===== src/rtl/aim_match_drain.sv =====
// Capture table behind the associative index matcher. It keeps the first match
// per lane over a job, then streams the (lane, pos) pairs out in ascending lane order.
module aim_match_drain #(
  parameter int LANES  = 32,
  parameter int LANE_W = 5,
  parameter int POS_W  = 9,
  parameter int CNT_W  = 6
) (
  input  logic                     i_clk,
  input  logic                     i_rst_n,
  input  logic                     i_clear,
  input  logic                     i_capture,
  input  logic                     i_last,
  input  logic [LANES-1:0]         i_valid,
  input  logic [LANES*POS_W-1:0]   i_pos,
  output logic                     o_busy,
  output logic                     o_pair_valid,
  output logic [LANE_W-1:0]        o_pair_lane,
  output logic [POS_W-1:0]         o_pair_pos,
  input  logic                     i_pair_ready,
  output logic                     o_done,
  output logic [CNT_W-1:0]         o_match_cnt
);

  localparam logic [1:0] S_COLLECT = 2'd0;
  localparam logic [1:0] S_DRAIN   = 2'd1;
  localparam logic [1:0] S_DONE    = 2'd2;

  logic [1:0]       state_q, state_d;
  logic [LANES-1:0] hit_q, hit_d;
  logic [LANES-1:0] pend_q, pend_d;
  logic [POS_W-1:0] pos_q [LANES];
  logic [POS_W-1:0] pos_d [LANES];
  logic [CNT_W-1:0] cnt_q, cnt_d;
  logic [LANES-1:0] newHit;
  logic [LANE_W-1:0] pairLane;
  logic             pairValid;

  function automatic logic [CNT_W-1:0] popcount(input logic [LANES-1:0] v);
    logic [CNT_W-1:0] c;
    c = '0;
    for (int i = 0; i < LANES; i++) c = c + CNT_W'(v[i]);
    return c;
  endfunction

  // Lowest pending lane is the one presented; scanning downward leaves the lowest set bit.
  always_comb begin
    pairLane = '0;
    for (int i = LANES - 1; i >= 0; i--) begin
      if (pend_q[i]) pairLane = LANE_W'(i);
    end
  end

  assign pairValid    = (state_q == S_DRAIN) && (pend_q != '0);
  assign o_busy       = (state_q == S_DRAIN);
  assign o_pair_valid = pairValid;
  assign o_pair_lane  = pairValid ? pairLane : '0;
  assign o_pair_pos   = pairValid ? pos_q[pairLane] : '0;
  assign o_done       = (state_q == S_DONE);
  assign o_match_cnt  = cnt_q;

  always_comb begin
    state_d = state_q;
    hit_d   = hit_q;
    pend_d  = pend_q;
    pos_d   = pos_q;
    cnt_d   = cnt_q;
    newHit  = '0;
    case (state_q)
      S_COLLECT: begin
        if (i_clear) begin
          hit_d  = '0;
          pend_d = '0;
          for (int l = 0; l < LANES; l++) pos_d[l] = '0;
          cnt_d  = '0;
        end else if (i_capture) begin
          // Only lanes not yet hit accept a position, so earlier iterations win.
          newHit = i_valid & ~hit_q;
          for (int l = 0; l < LANES; l++) begin
            if (newHit[l]) pos_d[l] = i_pos[l*POS_W +: POS_W];
          end
          hit_d  = hit_q | newHit;
          pend_d = pend_q | newHit;
          cnt_d  = popcount(hit_d);
          if (i_last) state_d = S_DRAIN;
        end
      end
      S_DRAIN: begin
        if (i_clear) begin
          hit_d   = '0;
          pend_d  = '0;
          for (int l = 0; l < LANES; l++) pos_d[l] = '0;
          cnt_d   = '0;
          state_d = S_COLLECT;
        end else if (pend_q == '0) begin
          state_d = S_DONE;
        end else if (i_pair_ready) begin
          pend_d[pairLane] = 1'b0;
        end
      end
      S_DONE: begin
        hit_d  = '0;
        pend_d = '0;
        for (int l = 0; l < LANES; l++) pos_d[l] = '0;
        if (i_clear) cnt_d = '0;
        state_d = S_COLLECT;
      end
      default: state_d = S_COLLECT;
    endcase
  end

  always_ff @(posedge i_clk or negedge i_rst_n) begin
    if (!i_rst_n) begin
      state_q <= S_COLLECT;
      hit_q   <= '0;
      pend_q  <= '0;
      pos_q   <= '{default: '0};
      cnt_q   <= '0;
    end else begin
      state_q <= state_d;
      hit_q   <= hit_d;
      pend_q  <= pend_d;
      pos_q   <= pos_d;
      cnt_q   <= cnt_d;
    end
  end

endmodule


===== config.mk =====
export PLATFORM = sky130hd
export DESIGN_NAME = aim_match_drain
export DESIGN_NICKNAME = d
export VERILOG_FILES = /design/src/rtl/aim_match_drain.sv
export SDC_FILE = /design/constraint.sdc
export NUM_CORES = 1
export LEC_CHECK = 0
export BUFFER_PORTS_ARGS = -buffer_cell sky130_fd_sc_hd__buf_2
export CAP_MARGIN = 40
export CORE_UTILIZATION = 38
export CTS_CLUSTER_SIZE = 25
export DETAILED_ROUTE_END_ITERATION = 6
export SYNTH_ARGS = -nofsm -noshare
export SYNTH_HDL_FRONTEND = slang
export SYNTH_SLANG_ARGS = --single-unit

===== constraint.sdc =====
create_clock -name i_clk -period 5.1 [get_ports i_clk]
set_input_delay 0.255 -clock i_clk [delete_from_list [all_inputs] [get_ports i_clk]]
set_output_delay 0.255 -clock i_clk [all_outputs]
set_load 0.005 [all_outputs]

==> flow_summary.json <==
{
  "status": "complete, but fails checks",
  "violations": "DRC",
  "synthesis.area_mm2": 0.0188,
  "met3_length_mm": 5.21,
  "fin_crit_sh": 0.976,
  "synth_edf_count": 0,
  "die_x_um": 224,
  "synthAdderAreaFrac": 0.0330,
  "synth_warnings": 0,
  "wl_met1_mm": 32.1,
  "synth.area.top_cells": "dfrtp_1, nand2_1, o21ai_0, a21oi_1, fa_1",
  "cts_setup_buffers": 0,
  "irDropWorstVdd_mv": 1.23,
  "syn_nets": 2630,
  "grt_overflow": 0,
  "rows": 81,
  "nets": 3283,
  "fmax_mhz": 201,
  "synth_top_family_by_area": "simple AND/OR/NAND/NOR gates",
  "drtAntennaViolNets": 0,
  "multi_input_area_mm2": 0.00903,
  "ys_seq_area_frac": 0.480,
  "coreArea_mm2": 0.0488,
  "pin_count": 349,
  "dpl.hpwl_mm": 51.2,
  "power_density_mw_per_mm2": 726,
  "path_max_fanout": 2,
  "diodes": 0,
  "grt_pass1_wl_mm": 113,
  "synth-compound-area-share": 0.181,
  "drtIter0Drc": 1831,
  "htreeDepth": 2,
  "yosys.area.top_type_share": 0.480,
  "num_vias": 19400,
  "gp_congestion": 0.918,
  "final_max_slew_viol_count": 0,
  "routedWlPerCell_um": 20.4,
  "drc": 2,
  "worstSetupPathType": "flip-flop to flip-flop",
  "grt_start_max_net_pins": 128,
  "hold_viol": 0,
  "synthCells": 2269,
  "p_leak_nw": 11.8,
  "fin_setup_tns_ps": 0,
  "synthDistinctLibCells": 77,
  "clk_path_buf_depth": 3,
  "initial_utilization": 0.384,
  "yosysTopAreaCell": "dfrtp_1",
  "min_period_ps": 4980,
  "rsz0062_at_grt": "no",
  "cts_buffers": 43,
  "synth.mux.area_fraction": 0.0243,
  "end_kind": "flip-flop",
  "path_clk_slew_ps": 60,
  "synthSimpleGateAreaFrac": 0.239,
  "slew_headroom": 0.314,
  "hold_path_class": "input port to flip-flop",
  "synthXorXnorAreaFrac": 0.00140,
  "setup_viol_count_final": 0,
  "layout-drive-gt1-share": 0.185,
  "root_buffer": "clkbuf_16",
  "vias_per_cell": 5.36,
  "finClkSkew_ps": 18.9,
  "cp.required_ps": 5540,
  "seqCellArea_mm2": 0.00901,
  "synth_common_cells": "nand2_1, o21ai_0, dfrtp_1, a21oi_1, clkbuf_1",
  "port_buffers": 348,
  "antenna_found_initial": 0,
  "first_global_vias": 19500,
  "areaGrowthSynthToFinish_pct": 38.7,
  "wl_met2_mm": 33.4,
  "design.die.area_mm2": 0.0503,
  "startpoint_type": "flip-flop",
  "dieHeight_um": 224,
  "ys.flop_type": "dfrtp_1",
  "dr.max_layer_used": "met4",
  "maxCapViolCount": 0,
  "ys_ff_latch": 360,
  "async_reset_ff_frac": 1.00,
  "worst_hold_slack_ps": 40.8,
  "worstMarginPinSlew_ps": 1030,
  "cts.sinks": 360,
  "synth.most_common_cell": "nand2_1",
  "clock_latency_ps": 570,
  "routed_wl_mm": 73.7,
  "track_usage": 0.293,
  "dr.pass1.iters": 7,
  "cp.arrival_ps": 5420,
  "tritoncts": "built",
  "fillCellCount": 4472,
  "syn_avg_cell_area_um2": 8.27
}
[cell families after synthesis]
group	count (synthesis)
AOI/OAI and AO/OA	610
xor gates and xnor gates	3
adders and majority gates	35
buffers and inverters	170
DFF	360
muxes	45
and+or+nand+nor	1046
[where the power goes]
group / internal [W] / switching, W
combinational: 0.00414 / 0.00670
clock: 0.00182 / 0.00123
sequential: 0.00412 / 0.000871
total: 0.0101 / 0.00881
[final cells by class]
class                      instances  share of cell area
clock buffer                      64              0.0491
clock inverter                     9             0.00380
inverter                          33             0.00476
multi-input combinational       1739               0.347
sequential                       360               0.346
tap                              664              0.0319
timing repair buffer             745               0.217
[sequential cells by signal, indices dropped and copies added (netlist names)]
name	count
pend_q	32
state_q	2
pos_q	288
hit_q	32
o_match_cnt	6
[cells in the final DEF (no fill, tap or decap), drive strengths merged, types with 3 or more instances in the layout]
cell,netlist,final
a21oi,116,116
nor2,84,84
mux2i,40,40
inv,33,33
clkinv,0,7
a22o,6,6
and3,15,15
dfrtp,360,360
nand2,758,758
and2,4,4
a221oi,3,3
or4,5,5
nor2b,42,42
a32oi,18,18
nand2b,4,4
buf,42,428
nor4,9,9
o2111ai,8,8
and4b,5,5
ha,11,11
or2,23,23
nand4,9,9
a31oi,15,15
o21ai,401,401
nor3,15,15
mux2,5,5
and4,3,3
fa,24,24
dlygate4sd3,0,317
clkbuf,95,64
a22oi,8,8
o211ai,5,5
o31ai,3,3
a21o,4,4
nand3,65,65
[stage by stage]
| step | setup WS [ps] | std cells | cell area [um2] | power, W | utilization |
|---|---|---|---|---|---|
| global placement | -125 | 3201 | 21200 | 0.0149 | 0.434 |
| CTS | 12.6 | 3614 | 26000 | 0.0188 | 0.532 |
| global route | 5.61 | 3614 | 26000 | 0.0202 | 0.533 |
| finish | 122 | 3614 | 26000 | 0.0189 | 0.533 |
| floorplan | 21.1 | 2269 | 18800 | 0.0118 | - |
| detailed placement | -162 | 3224 | 21400 | 0.0154 | 0.439 |
[what timing repair did]
item	CTS	global route
hold endpoints to repair	441	0
pin swaps	7	10
hold buffers	317	0
setup endpoints to repair	1	1
resized for setup	2	5
[layer usage]
metal  GRT usage  vias to the layer above
li1            -                     8983
met1       0.397                     9367
met2       0.456                      826
met3      0.0620                      195
met4       0.119                        0
met5           0                        -
[worst max-delay path: stages, from the launching register on]
cell and delay, ps:
dfrtp_1 390, or2_2 290, fa_1 470, fa_1 580, fa_1 450, fa_1 490, fa_1 530, inv_2 40
fa_1 490, inv_2 50, ha_4 150, fa_2 330, a21o_1 170, a21oi_2 140, xnor2_1 70, a22o_1 200
[final timing paths]
kind                            start  cells past startpoint  slack [ps]             end
max                          hit_q[7]                     15         120  o_match_cnt[4]
min                        i_pos[279]                      3          40        pos_q[0]
min reg2reg                 pos_q[61]                      2         480       pos_q[61]
max in group asynchronous     i_rst_n                      3        3400      pos_q[239]
min in group asynchronous     i_rst_n                      2         380      pos_q[259]
max reg2reg                  hit_q[7]                     15         120  o_match_cnt[4]
Power figures use the tool's default switching activity.
